==> config.mk <==
export PLATFORM = sky130hd
export DESIGN_NAME = afisaj_7seg_mux
export DESIGN_NICKNAME = d
export VERILOG_FILES = /design/src/rtl/afisaj_7seg_mux_pkg.sv /design/src/rtl/afisaj_7seg_mux_decod_bcd_7seg.sv /design/src/rtl/afisaj_7seg_mux.sv
export SDC_FILE = /design/constraint.sdc
export NUM_CORES = 1
export LEC_CHECK = 0
export CAP_MARGIN = 20
export CORE_ASPECT_RATIO = 1.4
export CORE_MARGIN = 5
export CORE_UTILIZATION = 60
export DETAILED_ROUTE_END_ITERATION = 10
export PLACE_DENSITY = 0.95
export REMOVE_ABC_BUFFERS = 1
export SKIP_CTS_REPAIR_TIMING = 1
export SLEW_MARGIN = 10
export SYNTH_ARGS = -nofsm -noshare
export SYNTH_HDL_FRONTEND = slang
export SYNTH_SLANG_ARGS = --single-unit
==> constraint.sdc <==
create_clock -name clk -period 4.95 [get_ports clk]
set_clock_uncertainty 0.15 [all_clocks]
set_input_delay 0.99 -clock clk [delete_from_list [all_inputs] [get_ports clk]]
set_output_delay 0.99 -clock clk [all_outputs]
set_load 0.01 [all_outputs]
==> src/rtl/afisaj_7seg_mux_pkg.sv <==
// Shared constants and types for the multiplexed seven-segment display path.
// Segment patterns are active-low, ordered {g,f,e,d,c,b,a}.
package afisaj_7seg_mux_pkg;

  localparam logic [6:0] SEG_0     = 7'b1000000;
  localparam logic [6:0] SEG_1     = 7'b1111001;
  localparam logic [6:0] SEG_2     = 7'b0100100;
  localparam logic [6:0] SEG_3     = 7'b0110000;
  localparam logic [6:0] SEG_4     = 7'b0011001;
  localparam logic [6:0] SEG_5     = 7'b0010010;
  localparam logic [6:0] SEG_6     = 7'b0000010;
  localparam logic [6:0] SEG_7     = 7'b1111000;
  localparam logic [6:0] SEG_8     = 7'b0000000;
  localparam logic [6:0] SEG_9     = 7'b0010000;
  localparam logic [6:0] SEG_DASH  = 7'b0111111;
  localparam logic [6:0] SEG_BLANK = 7'b1111111;

  localparam logic [3:0] AN_OFF = 4'b1111;

  typedef logic [1:0] digit_idx_t;

endpackage

==> src/rtl/afisaj_7seg_mux_decod_bcd_7seg.sv <==
// BCD to active-low seven-segment decoder; codes 10..15 show a dash.
module decod_bcd_7seg
  import afisaj_7seg_mux_pkg::*;
(
  input  logic [3:0] bcd,
  output logic [6:0] seg
);

  always_comb begin
    seg = SEG_DASH;
    case (bcd)
      4'd0:    seg = SEG_0;
      4'd1:    seg = SEG_1;
      4'd2:    seg = SEG_2;
      4'd3:    seg = SEG_3;
      4'd4:    seg = SEG_4;
      4'd5:    seg = SEG_5;
      4'd6:    seg = SEG_6;
      4'd7:    seg = SEG_7;
      4'd8:    seg = SEG_8;
      4'd9:    seg = SEG_9;
      default: seg = SEG_DASH;
    endcase
  end

endmodule

==> src/rtl/afisaj_7seg_mux.sv <==
// Four-digit common-anode display scanner with per-frame digit snapshot,
// leading-zero blanking and a minutes separator that blinks while paused.
module afisaj_7seg_mux
  import afisaj_7seg_mux_pkg::*;
#(
  parameter int SCAN_DIV     = 100000,
  parameter int BLINK_FRAMES = 125,
  parameter bit BLANK_LEAD   = 1'b1
) (
  input  logic       clk,
  input  logic       reseteaza,
  input  logic       pauza,
  input  logic [3:0] BCD0,
  input  logic [3:0] BCD1,
  input  logic [3:0] BCD2,
  input  logic [3:0] BCD3,
  output logic [3:0] an,
  output logic [6:0] seg,
  output logic       dp
);

  localparam int SCAN_W  = (SCAN_DIV > 2) ? $clog2(SCAN_DIV) : 1;
  localparam int FRAME_W = (BLINK_FRAMES > 1) ? $clog2(BLINK_FRAMES) : 1;
  localparam logic [SCAN_W-1:0]  SCAN_LAST  = SCAN_W'(SCAN_DIV - 1);
  localparam logic [FRAME_W-1:0] FRAME_LAST = FRAME_W'(BLINK_FRAMES - 1);

  logic [SCAN_W-1:0]  scan_cnt_q, scan_cnt_d;
  digit_idx_t         idx_q, idx_d;
  logic [15:0]        snap_q, snap_d;
  logic [FRAME_W-1:0] frame_cnt_q, frame_cnt_d;
  logic               blink_q, blink_d;
  logic [3:0]         an_q, an_d;
  logic [6:0]         seg_q, seg_d;
  logic               dp_q, dp_d;

  logic               tick;
  logic               frame_end;
  logic [3:0]         cur_digit;
  logic [6:0]         dec_seg;

  decod_bcd_7seg u_decod (
    .bcd (cur_digit),
    .seg (dec_seg)
  );

  always_comb begin
    tick      = (scan_cnt_q == SCAN_LAST);
    frame_end = tick && (idx_q == 2'd3);

    scan_cnt_d  = tick ? '0 : scan_cnt_q + 1'b1;
    idx_d       = tick ? idx_q + 2'd1 : idx_q;
    snap_d      = snap_q;
    frame_cnt_d = frame_cnt_q;
    blink_d     = blink_q;

    // All four digits are taken together at the frame boundary so a frame never mixes old and new time.
    if (frame_end) begin
      snap_d = {BCD3, BCD2, BCD1, BCD0};
      if (frame_cnt_q == FRAME_LAST) begin
        frame_cnt_d = '0;
        blink_d     = ~blink_q;
      end else begin
        frame_cnt_d = frame_cnt_q + 1'b1;
      end
    end
  end

  always_comb begin
    cur_digit = snap_q[3:0];
    case (idx_q)
      2'd0:    cur_digit = snap_q[3:0];
      2'd1:    cur_digit = snap_q[7:4];
      2'd2:    cur_digit = snap_q[11:8];
      default: cur_digit = snap_q[15:12];
    endcase

    an_d  = ~(4'b0001 << idx_q);
    seg_d = dec_seg;
    if (BLANK_LEAD && (idx_q == 2'd3) && (cur_digit == 4'd0)) begin
      seg_d = SEG_BLANK;
    end
    dp_d = ~((idx_q == 2'd2) && (!pauza || blink_q));
  end

  always_ff @(posedge clk or negedge reseteaza) begin
    if (!reseteaza) begin
      scan_cnt_q  <= '0;
      idx_q       <= '0;
      snap_q      <= '0;
      frame_cnt_q <= '0;
      blink_q     <= 1'b0;
      an_q        <= AN_OFF;
      seg_q       <= SEG_BLANK;
      dp_q        <= 1'b1;
    end else begin
      scan_cnt_q  <= scan_cnt_d;
      idx_q       <= idx_d;
      snap_q      <= snap_d;
      frame_cnt_q <= frame_cnt_d;
      blink_q     <= blink_d;
      an_q        <= an_d;
      seg_q       <= seg_d;
      dp_q        <= dp_d;
    end
  end

  assign an  = an_q;
  assign seg = seg_q;
  assign dp  = dp_q;

endmodule
==> out/qor.txt <==
first-pass GRT wire length: 8.58 mm
final period utilization: 54.6%
post-synthesis sequential area ratio: 51.9%
clk root buf: clkbuf_8
dpl hpwl: 3.59 mm
Chip Width: 66.5 um
Worst setup SP type: flop
initial antenna violation count: 0
Clock Tree Buf Depth: 2
pins over their slew limit: 0
diodes inserted: 0
largest net degree at the start of global routing: 56
CTS tree: done
area grow syn2layout: 16.4%
Die H: 89.1 um
GR Overflow Total: 0
FMAX: 370 MHz
Initial Util: 62.7%
Async SR Flop Fraction: 100%
min-delay src: blink_q
Pre-Repair DR Iteration Count: 6
most frequent cells in the layout: dfrtp_1, clkdlybuf4s50_1, inv_1
Core Area: 4270 sq um
Main synth FF type: dfrtp_1
# H-tree levels: 2
CTS Buf Count: 5
WP data arrival: 2.81 ns
Via Count: 1902
RSZ-0062 raised after global routing: no
Syn. warnings: 0
Max-slew headroom: 49.2%
Worst-path clk slew: 0.11 ns
vias per cell: 5.98
final wirelength: 5.13 mm
min Tclk post-route: 2.70 ns
full die area: 5920 sq um
I/O pin count: 31
final core occ: 73.0%
Synth Instances: 226
vias in the first global route: 1909
NumNets Final: 286
worst path required time: 5.05 ns
Crit. End Element: flop
First DRT Iteration DRCs: 160
crit path launch: idx_q[0]
Max IR drop VDD: 0.228 mV
Clock Latency Late Sink: 0.32 ns
Hold Path Class: flop to flop
#FFs+latches synth: 55
# clock sinks: 55
flop2flop setup slack: 2.25 ns
PortBufs: 30
WL/cell: 16.1 um
Post-synth EDFFs: 0
Cell Rows: 28
critical path peak fanout: 10
PD cells: 268 nW/um^2
WS Path Type: flop to flop
Worst Tran Pin Value: 0.760 ns
Setup TNS: 0 ns
P_leak: 1.37 nW
Antenna Nets Post-Route: 0
final setup violation count: 0
reg2reg start: idx_q[0]
commonest non-fill, non-tap cell in the layout: dfrtp_1
Final Hold Violating Endpoints: 0
Placer Congestion: 0.806
synth unique cells: 45
status: finished clean
layout cells sized above 1: 18.2%
GRT Total Usage: 18.9%
Post-Syn Area: 2680 sq um
DRC: 0
mean post-synth cell area: 11.9 sq um
Max-Cap Viols: 0
## path summary, 6_finish.rpt
path	endpoint	cells after the start
max	seg[4]	8
min	dp	1
max reg2reg	seg[4]	8
min reg2reg	dp	1
max in group asynchronous	scan_cnt_q[5]	2
min in group asynchronous	idx_q[0]	2
## through the flow
step,hold WS [ns],area [sq um],worst slack [ns],power [mW],cells
6_report,0.306,3120,2.25,0.836,318
2_1_floorplan,0.261,2630,2.73,0.501,219
5_1_grt,0.343,3120,2.02,0.858,318
3_3_place_gp,0.277,3000,2.45,0.536,310
4_1_cts,0.314,3120,2.29,0.836,318
3_5_place_dp,0.301,3000,2.33,0.539,310
## worst max-delay path, stage by stage, from the launching register on
cell and delay (ns):
dfrtp_1 0.42, ha_1 0.35, inv_2 0.23, mux2i_1 0.54
inv_1 0.19, ha_1 0.25, and2_1 0.19, mux2i_1 0.19
a32oi_1 0.13
## state kept, by name (all words and copies together), names as in the netlist
name / count
scan_cnt_q: 17
snap_q: 16
frame_cnt_q: 7
seg: 7
an: 4
idx_q: 2
blink_q: 1
dp: 1
## report_power, final
group	switching (mW)	internal, mW
clock network	0.153	0.153
logic	0.0261	0.0343
registers	0.00565	0.464
## cell usage after synthesis (6+ instances only)
library cell	number	area [sq um]
inv_1	14	52.6
nor3_1	6	30.0
mux2_2	11	124
dfstp_2	12	315
ha_1	10	125
o21ai_0	7	35.0
nand2_1	10	37.5
o41ai_1	7	61.3
mux2_4	10	150
nand3_1	9	45.0
nor2_1	13	48.8
dfrtp_1	43	1080
xor2_1	10	87.6
## cell type report
class	count	area (sq um)
clock buffers	5	68.8
clock inverters	3	47.5
fillers	284	1150
inverters	15	56.3
multi-input cells	149	1180
flip-flops and latches	55	1390
well taps	60	75.1
repair buffers	31	303
## cells by family (layout without fill, tap and decap cells)
| kind of cell | Yosys count | count (layout) | share of synthesized area, % |
|---|---|---|---|
| mux | 25 | 25 | 11.7 |
| fa+ha+maj | 10 | 10 | 4.67 |
| buf+inv | 22 | 54 | 4.15 |
| flops | 55 | 55 | 51.9 |
| compound gates | 36 | 36 | 9.57 |
| simple gates | 63 | 63 | 13.1 |
| xor+xnor | 15 | 15 | 4.90 |
## routing by layer
| metal | up-vias | GRT usage (%) | wire (um) |
|---|---|---|---|
| met5 | - | 0 | 0 |
| met4 | 0 | 9.80 | 98 |
| met3 | 8 | 4.15 | 275 |
| met2 | 74 | 32.2 | 2720 |
| met1 | 935 | 22.3 | 2030 |
| li1 | 885 | - | - |
(Power assumes the default switching activity.)
